[src/rtl/mem_pkg.sv]
// Shared encodings for the RV32I MEM stage: funct3 access sizes, writeback select, FSM states.
package mem_pkg;

    localparam logic [2:0] F3_B  = 3'b000;
    localparam logic [2:0] F3_H  = 3'b001;
    localparam logic [2:0] F3_W  = 3'b010;
    localparam logic [2:0] F3_BU = 3'b100;
    localparam logic [2:0] F3_HU = 3'b101;

    localparam logic [1:0] WB_SEL_ALU = 2'd0;
    localparam logic [1:0] WB_SEL_MEM = 2'd1;
    localparam logic [1:0] WB_SEL_PC4 = 2'd2;

    typedef enum logic [1:0] {
        IDLE = 2'd0,
        REQ  = 2'd1,
        RESP = 2'd2
    } mem_state_t;

    // Size lives in funct3[1:0]; bit 2 only selects zero-extension for loads.
    function automatic logic is_misaligned(input logic [1:0] lsb, input logic [2:0] f3);
        logic mis;
        case (f3[1:0])
            2'b01:   mis = lsb[0];
            2'b10:   mis = (lsb != 2'b00);
            default: mis = 1'b0;
        endcase
        return mis;
    endfunction

endpackage

[src/rtl/mem_stage_align.sv]
// Combinational byte-lane steering for stores, load extraction/extension and misalign detect.
module load_store_align
    import mem_pkg::*;
#(
    parameter int XLEN = 32
) (
    input  logic [XLEN-1:0] addr,
    input  logic [2:0]      funct3,
    input  logic [XLEN-1:0] store_data,
    input  logic [XLEN-1:0] load_word,
    output logic [3:0]      be,
    output logic [XLEN-1:0] wdata,
    output logic [XLEN-1:0] load_data,
    output logic            misalign
);

    logic [7:0]  ld_byte;
    logic [15:0] ld_half;

    function automatic logic [XLEN-1:0] sext8(input logic signed [7:0] b);
        logic signed [XLEN-1:0] r;
        r = b;
        return r;
    endfunction

    function automatic logic [XLEN-1:0] sext16(input logic signed [15:0] h);
        logic signed [XLEN-1:0] r;
        r = h;
        return r;
    endfunction

    // Only the bits that pick a lane are used, so misaligned low bits fall away here.
    always_comb begin
        be    = 4'b1111;
        wdata = store_data;
        case (funct3[1:0])
            2'b00: begin
                be    = 4'b0001 << addr[1:0];
                wdata = {4{store_data[7:0]}};
            end
            2'b01: begin
                be    = addr[1] ? 4'b1100 : 4'b0011;
                wdata = {2{store_data[15:0]}};
            end
            default: begin
                be    = 4'b1111;
                wdata = store_data;
            end
        endcase
    end

    always_comb begin
        ld_byte   = 8'(load_word >> {addr[1:0], 3'b000});
        ld_half   = 16'(load_word >> {addr[1], 4'b0000});
        load_data = load_word;
        case (funct3)
            F3_B:    load_data = sext8(ld_byte);
            F3_H:    load_data = sext16(ld_half);
            F3_BU:   load_data = XLEN'(ld_byte);
            F3_HU:   load_data = XLEN'(ld_half);
            default: load_data = load_word;
        endcase
    end

    assign misalign = is_misaligned(addr[1:0], funct3);

endmodule

[src/rtl/mem_stage.sv]
// RV32I MEM stage: req/gnt/rvalid data-memory access, MEM/WB register and hazard stall.
// Optional build macro MEM_MISALIGN_TRAP_EN: misaligned accesses skip the bus and are flagged.
module mem_stage
    import mem_pkg::*;
#(
    parameter int XLEN = 32
) (
    input  logic            clk,
    input  logic            rst,
    input  logic            in_valid,
    input  logic [XLEN-1:0] in_alu_result,
    input  logic [XLEN-1:0] in_rs2_data,
    input  logic [4:0]      in_rd_addr,
    input  logic [XLEN-1:0] in_pc_incr,
    input  logic            in_load,
    input  logic            in_store,
    input  logic [2:0]      in_funct3,
    input  logic            in_reg_write,
    input  logic [1:0]      in_memtoreg,
    output logic            dmem_req,
    output logic            dmem_we,
    output logic [XLEN-1:0] dmem_addr,
    output logic [XLEN-1:0] dmem_wdata,
    output logic [3:0]      dmem_be,
    input  logic            dmem_gnt,
    input  logic            dmem_rvalid,
    input  logic [XLEN-1:0] dmem_rdata,
    output logic            mem_stall,
    output logic [XLEN-1:0] fwd_mem_data,
    output logic            wb_valid,
    output logic [4:0]      wb_rd_addr,
    output logic            wb_reg_write,
    output logic [1:0]      wb_memtoreg,
    output logic [XLEN-1:0] wb_alu_result,
    output logic [XLEN-1:0] wb_load_data,
    output logic [XLEN-1:0] wb_pc_incr,
    output logic            wb_misalign
);

    mem_state_t      state, state_nxt;
    logic            is_mem, is_load, is_store, trap, go, capture;
    logic [3:0]      lane_be;
    logic [XLEN-1:0] lane_wdata, load_ext;
    logic            misalign;

    load_store_align #(.XLEN(XLEN)) u_align (
        .addr       (in_alu_result),
        .funct3     (in_funct3),
        .store_data (in_rs2_data),
        .load_word  (dmem_rdata),
        .be         (lane_be),
        .wdata      (lane_wdata),
        .load_data  (load_ext),
        .misalign   (misalign)
    );

    // A simultaneous load+store is resolved as a load.
    assign is_mem   = in_valid && (in_load || in_store);
    assign is_load  = in_load;
    assign is_store = in_store && !in_load;

`ifdef MEM_MISALIGN_TRAP_EN
    assign trap = is_mem && misalign;
`else
    logic misalign_unused;
    assign misalign_unused = misalign;
    assign trap            = 1'b0;
`endif

    assign go = is_mem && !trap;

    always_ff @(posedge clk) begin
        if (rst) state <= IDLE;
        else     state <= state_nxt;
    end

    always_comb begin
        state_nxt = state;
        case (state)
            IDLE:    if (go) state_nxt = dmem_gnt ? RESP : REQ;
            REQ:     if (dmem_gnt) state_nxt = RESP;
            RESP:    if (dmem_rvalid) state_nxt = IDLE;
            default: state_nxt = IDLE;
        endcase
    end

    // capture marks the cycle in which the EX/MEM slot retires into MEM/WB.
    always_comb begin
        dmem_req  = 1'b0;
        mem_stall = 1'b0;
        capture   = 1'b0;
        case (state)
            IDLE: begin
                dmem_req  = go;
                mem_stall = go;
                capture   = !go;
            end
            REQ: begin
                dmem_req  = 1'b1;
                mem_stall = 1'b1;
            end
            RESP: begin
                mem_stall = !dmem_rvalid;
                capture   = dmem_rvalid;
            end
            default: ;
        endcase
    end

    assign dmem_we      = dmem_req && is_store;
    assign dmem_addr    = {in_alu_result[XLEN-1:2], 2'b00};
    assign dmem_wdata   = lane_wdata;
    assign dmem_be      = lane_be;
    assign fwd_mem_data = in_alu_result;

    // MEM/WB register: a stalled cycle retires a bubble.
    always_ff @(posedge clk) begin
        if (rst) begin
            wb_valid      <= 1'b0;
            wb_reg_write  <= 1'b0;
            wb_rd_addr    <= '0;
            wb_memtoreg   <= '0;
            wb_alu_result <= '0;
            wb_load_data  <= '0;
            wb_pc_incr    <= '0;
            wb_misalign   <= 1'b0;
        end else begin
            wb_valid      <= capture && in_valid;
            wb_reg_write  <= capture && in_valid && in_reg_write && !trap;
            wb_rd_addr    <= in_rd_addr;
            wb_memtoreg   <= in_memtoreg;
            wb_alu_result <= in_alu_result;
            wb_pc_incr    <= in_pc_incr;
            wb_load_data  <= (capture && in_valid && is_load && state == RESP) ? load_ext : '0;
            wb_misalign   <= capture && trap;
        end
    end

endmodule

[config.mk]
export PLATFORM = sky130hd
export DESIGN_NAME = mem_stage
export DESIGN_NICKNAME = d
export VERILOG_FILES = /design/src/rtl/mem_pkg.sv /design/src/rtl/mem_stage_align.sv /design/src/rtl/mem_stage.sv
export SDC_FILE = /design/constraint.sdc
export NUM_CORES = 1
export LEC_CHECK = 0
export CORE_ASPECT_RATIO = 0.6
export CORE_MARGIN = 1.5
export CORE_UTILIZATION = 24
export CTS_BUF_LIST = sky130_fd_sc_hd__clkbuf_4 sky130_fd_sc_hd__clkbuf_8
export CTS_CLUSTER_DIAMETER = 30
export DETAILED_ROUTE_END_ITERATION = 8
export DONT_BUFFER_PORTS = 1
export PLACE_DENSITY_LB_ADDON = 0.12
export SYNTH_ARGS = -nofsm -noshare
export SYNTH_HDL_FRONTEND = slang
export SYNTH_HIERARCHICAL = 1
export SYNTH_SLANG_ARGS = --single-unit
[constraint.sdc]
create_clock -name clk -period 1.85 [get_ports clk]
set_input_delay 0.0925 -clock clk [delete_from_list [all_inputs] [get_ports clk]]
set_output_delay 0.0925 -clock clk [all_outputs]
set_load 0.005 [all_outputs]
==> results.sh, run 1 <==
export IMPL_wl_per_cell_um=17.75
export IMPL_hold_viol=0
export IMPL_worst_path_stages=3
export IMPL_fin_crit_sh=0.8649
export IMPL_fin_skew_ps=10.48
export IMPL_coreArea_um2=19320
export IMPL_seq_power_share=0.520
export IMPL_io_buffers=0
export IMPL_yosys_warnings=6
export IMPL_grt_ovfl_total=0
export IMPL_grt_pass1_wl_um=20490
export IMPL_fin_area_um2=5821
export IMPL_post_cts_buffers=0
export IMPL_rsz0062_at_grt="no"
export IMPL_setup_viol=0
export IMPL_hp_start="dmem_rdata[17]"
export IMPL_vias=3340
export IMPL_ir_worst_vdd_uv=383.9
export IMPL_viasPerCell=4.277
export IMPL_clock_latency_ps=370
export IMPL_numCtsBuffers=9
export IMPL_r2r_end="state[0]"
export IMPL_path_buf_inv=2
export IMPL_antennaDiodeCount=0
export IMPL_hold_buffers=100
export IMPL_cp_cell_sequence="inv_1, a2111oi_0, dlygate4sd3_1"
export IMPL_drc=0
export IMPL_maxCapViolCount=0
export IMPL_pwr_share_clk=0.339
export IMPL_nets=659
export IMPL_antenna_found_initial=0
export IMPL_start_kind="flop"
export IMPL_internal_power_mw=3.585
export IMPL_hold_path_class="input pin to flop"
export IMPL_min_period_ps=1600
export IMPL_cts_tree="done"
export IMPL_wl_um=13860
export IMPL_cp_max_fo=8
export IMPL_dpl_instance_area_um2=4577
export IMPL_row_count=39
export IMPL_crit_required_ps=2170
export IMPL_worstPathArrival_ps=1920
export IMPL_critPathMaxStageDelay_ps=600
export IMPL_reg2reg_slack_ps=250
export IMPL_cp_slowest_cell="dlygate4sd3_1"
export IMPL_syn_cell_area_um2=4808
export IMPL_p_sw_mw=1.123
export IMPL_cts_reportedPaths_clkPinSlew_ps=100
export IMPL_syn_avg_cell_area_um2=9.734
export IMPL_combPwrFrac=0.142
export IMPL_grt_pass1_vias=3421
export IMPL_p_per_area_nw_per_um2=808.7
export IMPL_drt_pass1_iter_count=5
export IMPL_die_h_um=112.6
export IMPL_swShare=0.2385
export IMPL_crit_family="buffers and inverters"
export IMPL_syn_to_final_growth_pct=21.05
export IMPL_max_freq_mhz=625.0
export IMPL_status="finished clean"
export IMPL_slew_viol_final=0
export IMPL_htree_levels=3
export IMPL_cellLeakagePower_nw=2.326
export IMPL_reg2reg_depth=3
export IMPL_cts_sinks=107
export IMPL_die_area_um2=20920
export IMPL_path_class="flop to flop"
export IMPL_r2r_start="state[0]"
export IMPL_dp_hpwl_um=10000
export IMPL_grt_max_degree=75
export IMPL_setup_tns_ps=0
export IMPL_layout_drive_gt1_share=0.1515
export IMPL_postSynthCellCount=494
export IMPL_ant_nets=0
export IMPL_place_congestion=0.7552
export IMPL_initial_utilization=0.2488
export IMPL_track_usage=0.1318
export IMPL_crit_start="state[0]"
export IMPL_clock_root_buffer="clkbuf_8"
export IMPL_fp_dieW_um=185.7
export IMPL_end_kind="flop"
export IMPL_drt_iter0_markers=117
export IMPL_cp_endpoint="state[0]"
export IMPL_cts_buffer_depth=2
export IMPL_cts_resized=0
export IMPL_num_io_pins=355
[final cells by class]
class	instances	area (um^2)
Sequential cell	107	2142
Tap cell	266	332.8
Timing Repair Buffer	110	1156
Clock inverter	4	73.82
Multi-Input combinational cell	247	1829
Fill cell	2022	13500
Clock buffer	11	151.4
Inverter	36	135.1
[layout by cell type (no fill, tap or decap), types with 3 or more instances in the layout]
| cell type | count |
|---|---|
| nand2b_1 | 3 |
| conb_1 | 3 |
| nor2_1 | 4 |
| o21ai_1 | 6 |
| a22o_1 | 9 |
| nor3_2 | 30 |
| nor2b_1 | 75 |
| a21o_1 | 16 |
| nand2_1 | 24 |
| dfxtp_1 | 107 |
| mux2_2 | 15 |
| inv_1 | 36 |
| clkbuf_8 | 11 |
| dlygate4sd3_1 | 99 |
| a22oi_1 | 15 |
| buf_4 | 5 |
| o21ai_0 | 4 |
| a221o_1 | 8 |
| buf_12 | 5 |
| nor3_1 | 4 |
[layer usage]
layer | vias to the layer above | track usage | share of wire
li1 | 1563 | - | -
met1 | 1586 | 0.1605 | 0.42
met2 | 177 | 0.2132 | 0.47
met3 | 14 | 0.05581 | 0.10
met4 | 0 | 0.03387 | 0.011
met5 | - | 0 | 0
[metrics by stage]
stage | cells | util | power (mW) | setup WS (ps) | hold slack (ps)
6_report | 781 | 0.3012 | 4.707 | 250.0 | 40.34
5_1_grt | 781 | 0.3012 | 4.989 | 55.42 | 14.74
4_1_cts | 781 | 0.3012 | 4.811 | 299.1 | 11.62
3_5_place_dp | 666 | 0.2369 | 2.973 | 145.5 | 169.5
3_3_place_gp | 666 | 0.2369 | 2.976 | 232.0 | 170.3
2_1_floorplan | 496 | - | 3.013 | 158.2 | 184.0
[flip-flops by register name, indices dropped and copies added, names as in the netlist]
name / flops
state: 2
wb_alu_result: 32
wb_load_data: 32
wb_memtoreg: 2
wb_pc_incr: 32
wb_rd_addr: 5
wb_reg_write: 1
wb_valid: 1
[power groups by stage]
stage | clock network [mW] | registers, mW | logic [mW]
after floorplan | 0 | 2.48 | 0.532
after global placement | 0 | 2.50 | 0.471
after detailed placement | 0 | 2.50 | 0.472
after CTS | 1.69 | 2.45 | 0.671
after global routing | 1.80 | 2.46 | 0.736
final | 1.59 | 2.45 | 0.666
[worst min-delay path, cell delays in order]
cell	delay [ps]
a21o_1	140
inv_1	80
nor3_2	50
[worst min-delay path by stage]
stage / to / depth (start not counted) / slack (ps)
2_1_floorplan: state[0] / 1 / 180
3_3_place_gp: wb_alu_result[27] / 1 / 170
5_1_grt: wb_load_data[17] / 3 / 10
6_report: wb_load_data[17] / 3 / 40
3_5_place_dp: wb_alu_result[21] / 1 / 170
4_1_cts: wb_load_data[17] / 3 / 10
(Power assumes the default switching activity.)
==> inputs of run 2 (changes only) <==
--- a/config.mk
+++ b/config.mk
@@ -6,7 +6,7 @@
 export NUM_CORES = 1
 export LEC_CHECK = 0
 export CORE_ASPECT_RATIO = 0.6
-export CORE_MARGIN = 1.5
+export CORE_MARGIN = 8
 export CORE_UTILIZATION = 24
 export CTS_BUF_LIST = sky130_fd_sc_hd__clkbuf_4 sky130_fd_sc_hd__clkbuf_8
 export CTS_CLUSTER_DIAMETER = 30
==> constraint.sdc (replaced) <==
create_clock -name clk -period 1.85 [get_ports clk]
set_input_delay 0.0925 -clock clk [delete_from_list [all_inputs] [get_ports clk]]
set_output_delay 0.0925 -clock clk [all_outputs]
set_load 0.01 [all_outputs]
==> run 2 against run 1 <==
  * Via count rose by 4.0%
  * Clock skew shrank 3.4 ps
  * Hold slack better by 14 ps
  * Critical path depth stayed put
  * Sequential cell count is the same
  * Largest power group unchanged
==> results.sh, run 2 (synthesized netlist as in run 1, its figures left out) <==
export IMPL_rsz0062_at_grt="no"
export IMPL_globalRouteMet3Util=0.06090
export IMPL_status="finished clean"
export IMPL_crit_family="buffers and inverters"
export IMPL_min_period_ps=1584
export IMPL_cts_buffer_depth=2
export IMPL_drt_iter0_markers=226
export IMPL_start_kind="flop"
export IMPL_crit_required_ps=2130
export IMPL_seq_power_share=0.528
export IMPL_fin_skew_ps=7.053
export IMPL_grt_ovfl_total=0
export IMPL_initial_utilization=0.2426
export IMPL_numCtsBuffers=9
export IMPL_layoutNonFillerInstCount=794
export IMPL_place_congestion=0.7461
export IMPL_p_total_mw=4.705
export IMPL_setup_viol=0
export IMPL_dp_hpwl_um=11810
export IMPL_hold_path_class="input pin to flop"
export IMPL_cp_cell_sequence="nor3b_1, a211o_1, dlygate4sd3_1"
export IMPL_combPwrFrac=0.150
export IMPL_cellLeakagePower_nw=2.334
export IMPL_max_freq_mhz=631.5
export IMPL_worstMarginPinSlew_ps=660.8
export IMPL_ant_nets=0
export IMPL_final_common_cell="dfxtp_1"
export IMPL_fin_crit_sh=0.8560
export IMPL_path_class="flop to flop"
export IMPL_antenna_found_initial=1
export IMPL_clock_latency_ps=390
export IMPL_syn_to_final_growth_pct=21.34
export IMPL_clock_root_buffer="clkbuf_8"
export IMPL_ir_worst_vdd_uv=300.1
export IMPL_cts_reportedPaths_clkPinSlew_ps=100
export IMPL_cts_sinks=107
export IMPL_layout_drive_gt1_share=0.1574
export IMPL_dp_cells=676
export IMPL_slew_headroom=0.5532
export IMPL_fp_dieW_um=198.7
export IMPL_vias=3473
export IMPL_antennaDiodeCount=0
export IMPL_p_sw_mw=1.213
export IMPL_slew_viol_final=0
export IMPL_cp_slowest_cell="dlygate4sd3_1"
export IMPL_final_cell_mix="107 x dfxtp_1, 101 x dlygate4sd3_1, 75 x nor2b_1, 36 x inv_1, 30 x nor3_2"
export IMPL_critPathMaxStageDelay_ps=550
export IMPL_nets=664
export IMPL_grtUsageMet1=0.1487
export IMPL_io_buffers=0
export IMPL_cp_max_fo=11
export IMPL_whs_ps=54.68
export IMPL_row_count=40
export IMPL_grt_pass1_vias=3731
export IMPL_wl_um=16130
export IMPL_pwr_share_clk=0.322
export IMPL_p_per_area_nw_per_um2=806.5
export IMPL_swShare=0.2577
export IMPL_reg_top3="wb_alu_result (32), wb_load_data (32), wb_pc_incr (32)"
export IMPL_drt_pass1_iter_count=4
export IMPL_grt_pass1_wl_um=23860
export IMPL_track_usage=0.1261
export IMPL_met2_usage=0.1998
export IMPL_cts_tree="done"
export IMPL_die_h_um=125.6
export IMPL_drc=0
export IMPL_coreArea_um2=19820
export IMPL_worstPathArrival_ps=1860
export IMPL_viasPerCell=4.374
export IMPL_grt_busiest_layer="met2"
export IMPL_hold_viol=0
export IMPL_maxCapViolCount=0
export IMPL_internal_power_mw=3.493
export IMPL_grt_max_degree=75
export IMPL_wl_per_cell_um=20.31
export IMPL_path_buf_inv=1
export IMPL_num_io_pins=355
export IMPL_setup_tns_ps=0
export IMPL_die_area_um2=24970
export IMPL_htree_levels=3
export IMPL_end_kind="flop"
[run 2: changes by cell type in the layout (fill, tap and decap cells not counted), sizes merged]
cell	previous run	this run
clkinv	2	1
clkinvlp	0	1
clkbuf	11	13
dlygate4sd3	99	101
bufinv	2	1
buf	11	14
[run 2: cell type report]
class / count / area [um^2]
Fill cell: 2067 / 13980
Sequential cell: 107 / 2142
Multi-Input combinational cell: 247 / 1829
Timing Repair Buffer: 115 / 1174
Tap cell: 273 / 341.6
Clock buffer: 13 / 166.4
Inverter: 36 / 135.1
Clock inverter: 3 / 46.29
[run 2: path summary, 6_finish.rpt]
path / from / endpoint / slack (ps) / depth (start not counted)
worst max-delay path: state[1] / state[1] / 270 / 3
worst min-delay path: dmem_rdata[12] / wb_load_data[12] / 50 / 3
worst max register to register: state[1] / state[1] / 270 / 3
worst min register to register: state[1] / wb_reg_write / 650 / 2
[run 2: what timing repair did]
item | 4_1_cts | 5_1_grt
buffers inserted | 0 | 0
endpoints found under the hold margin | 97 | 0
resized for setup | 0 | 0
hold buffers | 102 | 0
[run 2: per-layer routing]
| metal | share of wire | vias to the layer above | routed length (um) |
|---|---|---|---|
| met5 | 0 | - | 0 |
| met4 | 0.018 | 0 | 287 |
| met3 | 0.11 | 17 | 1701 |
| met2 | 0.46 | 212 | 7426 |
| met1 | 0.42 | 1663 | 6715 |
| li1 | - | 1581 | - |
[run 2: metrics by stage]
step	cell area, um^2	utilization	setup slack [ps]
after floorplan	4816	-	158.2
after global placement	4583	0.2313	189.6
after detailed placement	4583	0.2313	181.4
after CTS	5834	0.2944	222.4
after global routing	5834	0.2944	134.7
final	5834	0.2944	266.5
[run 2: power groups by stage]
stage               clock (mW)  sequential (mW)  combinational (mW)
CTS                       1.61             2.49               0.709
global route              1.70             2.50               0.772
floorplan                    0             2.52               0.591
global placement             0             2.55               0.505
detailed placement           0             2.54               0.506
finish                    1.52             2.48               0.705
[run 2: worst register-to-register path: stages (launching register included)]
cell and delay (ps):
dfxtp_1 540, nor3b_1 100, a211o_1 300, dlygate4sd3_1 550
==> inputs of run 3 (changes only) <==
--- a/config.mk
+++ b/config.mk
@@ -13,6 +13,7 @@
 export DETAILED_ROUTE_END_ITERATION = 8
 export DONT_BUFFER_PORTS = 1
 export PLACE_DENSITY_LB_ADDON = 0.12
+export REMOVE_ABC_BUFFERS = 1
 export SYNTH_ARGS = -nofsm -noshare
 export SYNTH_HDL_FRONTEND = slang
 export SYNTH_HIERARCHICAL = 1
==> run 3 against run 2 <==
  * Sequential share of layout area decreased by 0.33 points
  * Setup slack got worse by 200 ps
  * Die area unchanged
  * Largest cell class unchanged
  * Largest power group unchanged
==> results.sh, run 3 (synthesized netlist as in run 1, its figures left out) <==
export IMPL_status="finished clean"
export IMPL_critPathMaxStageDelay_ps=570
export IMPL_antennaDiodeCount=0
export IMPL_fin_area_um2=5887
export IMPL_met2_usage=0.2053
export IMPL_coreArea_um2=19820
export IMPL_reg_top3="wb_alu_result (32), wb_load_data (32), wb_pc_incr (32)"
export IMPL_cp_max_fo=8
export IMPL_end_kind="flop"
export IMPL_slew_headroom=0.5694
export IMPL_cts_tree="done"
export IMPL_wl_um=17310
export IMPL_globalRouteMet3Util=0.05851
export IMPL_cts_sinks=107
export IMPL_fp_dieW_um=198.7
export IMPL_dpl_instance_area_um2=4603
export IMPL_cts_reportedPaths_clkPinSlew_ps=110
export IMPL_ir_worst_vdd_uv=362.3
export IMPL_final_cell_mix="107 x dfxtp_1, 104 x dlygate4sd3_1, 75 x nor2b_1, 36 x inv_1, 30 x nor3_2"
export IMPL_cts_resized=0
export IMPL_rsz0062_at_grt="no"
export IMPL_grt_pass1_vias=3650
export IMPL_htree_levels=3
export IMPL_p_total_mw=4.780
export IMPL_track_usage=0.1331
export IMPL_setup_tns_ps=0
export IMPL_final_common_cell="dfxtp_1"
export IMPL_die_area_um2=24970
export IMPL_nets=668
export IMPL_numCtsBuffers=9
export IMPL_path_buf_inv=1
export IMPL_die_h_um=125.6
export IMPL_grt_max_degree=76
export IMPL_dp_cells=677
export IMPL_r2r_end="wb_valid"
export IMPL_grt_busiest_layer="met2"
export IMPL_worstMarginPinSlew_ps=636.9
export IMPL_clock_latency_ps=400
export IMPL_max_freq_mhz=561.8
export IMPL_worst_path_stages=3
export IMPL_hold_path_class="input pin to flop"
export IMPL_reg2reg_slack_ps=70
export IMPL_grt_pass1_wl_um=24770
export IMPL_place_congestion=0.7232
export IMPL_dp_hpwl_um=12600
export IMPL_initial_utilization=0.2426
export IMPL_drt_pass1_iter_count=4
export IMPL_row_count=40
export IMPL_post_cts_buffers=0
export IMPL_r2r_start="state[0]"
export IMPL_p_per_area_nw_per_um2=812.0
export IMPL_setup_viol=0
export IMPL_slew_viol_final=0
export IMPL_layoutNonFillerInstCount=798
export IMPL_cp_cell_sequence="or3b_2, a211oi_1, dlygate4sd3_1"
export IMPL_worstPathArrival_ps=2110
export IMPL_crit_required_ps=2180
export IMPL_ant_nets=0
export IMPL_fin_skew_ps=12.78
export IMPL_fin_crit_sh=0.9621
export IMPL_drt_iter0_markers=137
export IMPL_nFillCells=2096
export IMPL_cp_endpoint="wb_valid"
export IMPL_cts_buffer_depth=2
export IMPL_io_buffers=0
export IMPL_layout_drive_gt1_share=0.1581
export IMPL_num_io_pins=355
export IMPL_antenna_found_initial=1
export IMPL_path_class="flop to flop"
export IMPL_syn_to_final_growth_pct=22.43
export IMPL_wl_per_cell_um=21.70
export IMPL_drc=0
export IMPL_crit_start="state[0]"
export IMPL_grt_ovfl_total=0
export IMPL_maxCapViolCount=0
export IMPL_grtUsageMet1=0.1696
export IMPL_min_period_ps=1780
export IMPL_viasPerCell=4.317
export IMPL_reg2reg_depth=3
export IMPL_hold_viol=0
export IMPL_clock_root_buffer="clkbuf_8"
export IMPL_cp_slowest_cell="dlygate4sd3_1"
export IMPL_crit_family="buffers and inverters"
export IMPL_vias=3445
export IMPL_start_kind="flop"
export IMPL_cellLeakagePower_nw=2.357
-- run 3: repair_timing --
action | in CTS | in global routing
hold endpoints to repair | 99 | 0
hold buffers | 105 | 0
setup endpoints to repair | 0 | 0
-- run 3: how the worst min path moves through the flow --
stage	depth (start not counted)	slack (ps)	end	startpoint
floorplan	1	160	wb_alu_result[0]	rst
global placement	1	170	wb_rd_addr[4]	rst
detailed placement	1	170	wb_alu_result[5]	rst
CTS	2	3	state[1]	rst
global route	2	10	state[1]	rst
finish	2	40	state[1]	dmem_gnt
-- run 3: cell type report --
| type | count | area [um^2] | area share |
|---|---|---|---|
| Clock inverter | 7 | 91.34 | 0.01552 |
| Timing Repair Buffer | 119 | 1224 | 0.2079 |
| Multi-Input combinational cell | 247 | 1829 | 0.3107 |
| Sequential cell | 107 | 2142 | 0.3639 |
| Inverter | 36 | 135.1 | 0.02295 |
| Tap cell | 273 | 341.6 | 0.05802 |
| Clock buffer | 9 | 123.9 | 0.02104 |
-- run 3: metrics by stage --
| step | hold WS, ps | setup slack (ps) | util |
|---|---|---|---|
| floorplan | 164.1 | -1010 | - |
| global placement | 170.7 | 282.5 | 0.2323 |
| detailed placement | 171.3 | 189.9 | 0.2323 |
| CTS | 2.716 | 100.5 | 0.2970 |
| global route | 11.29 | 2.082 | 0.2970 |
| finish | 40.55 | 70.04 | 0.2970 |
-- run 3: metal layers --
layer  share of wire  vias to the layer above  routed length [um]
met4          0.0083                        0                 144
li1                -                     1589                   -
met3           0.093                       10                1612
met1            0.44                     1693                7592
met2            0.46                      153                7964
met5               0                        -                   0
-- run 3: report_power, final --
| group | internal [mW] | switching, mW |
|---|---|---|
| combinational | 0.377 | 0.349 |
| clock | 0.661 | 0.902 |
| sequential | 2.39 | 0.0967 |
| total | 3.43 | 1.35 |
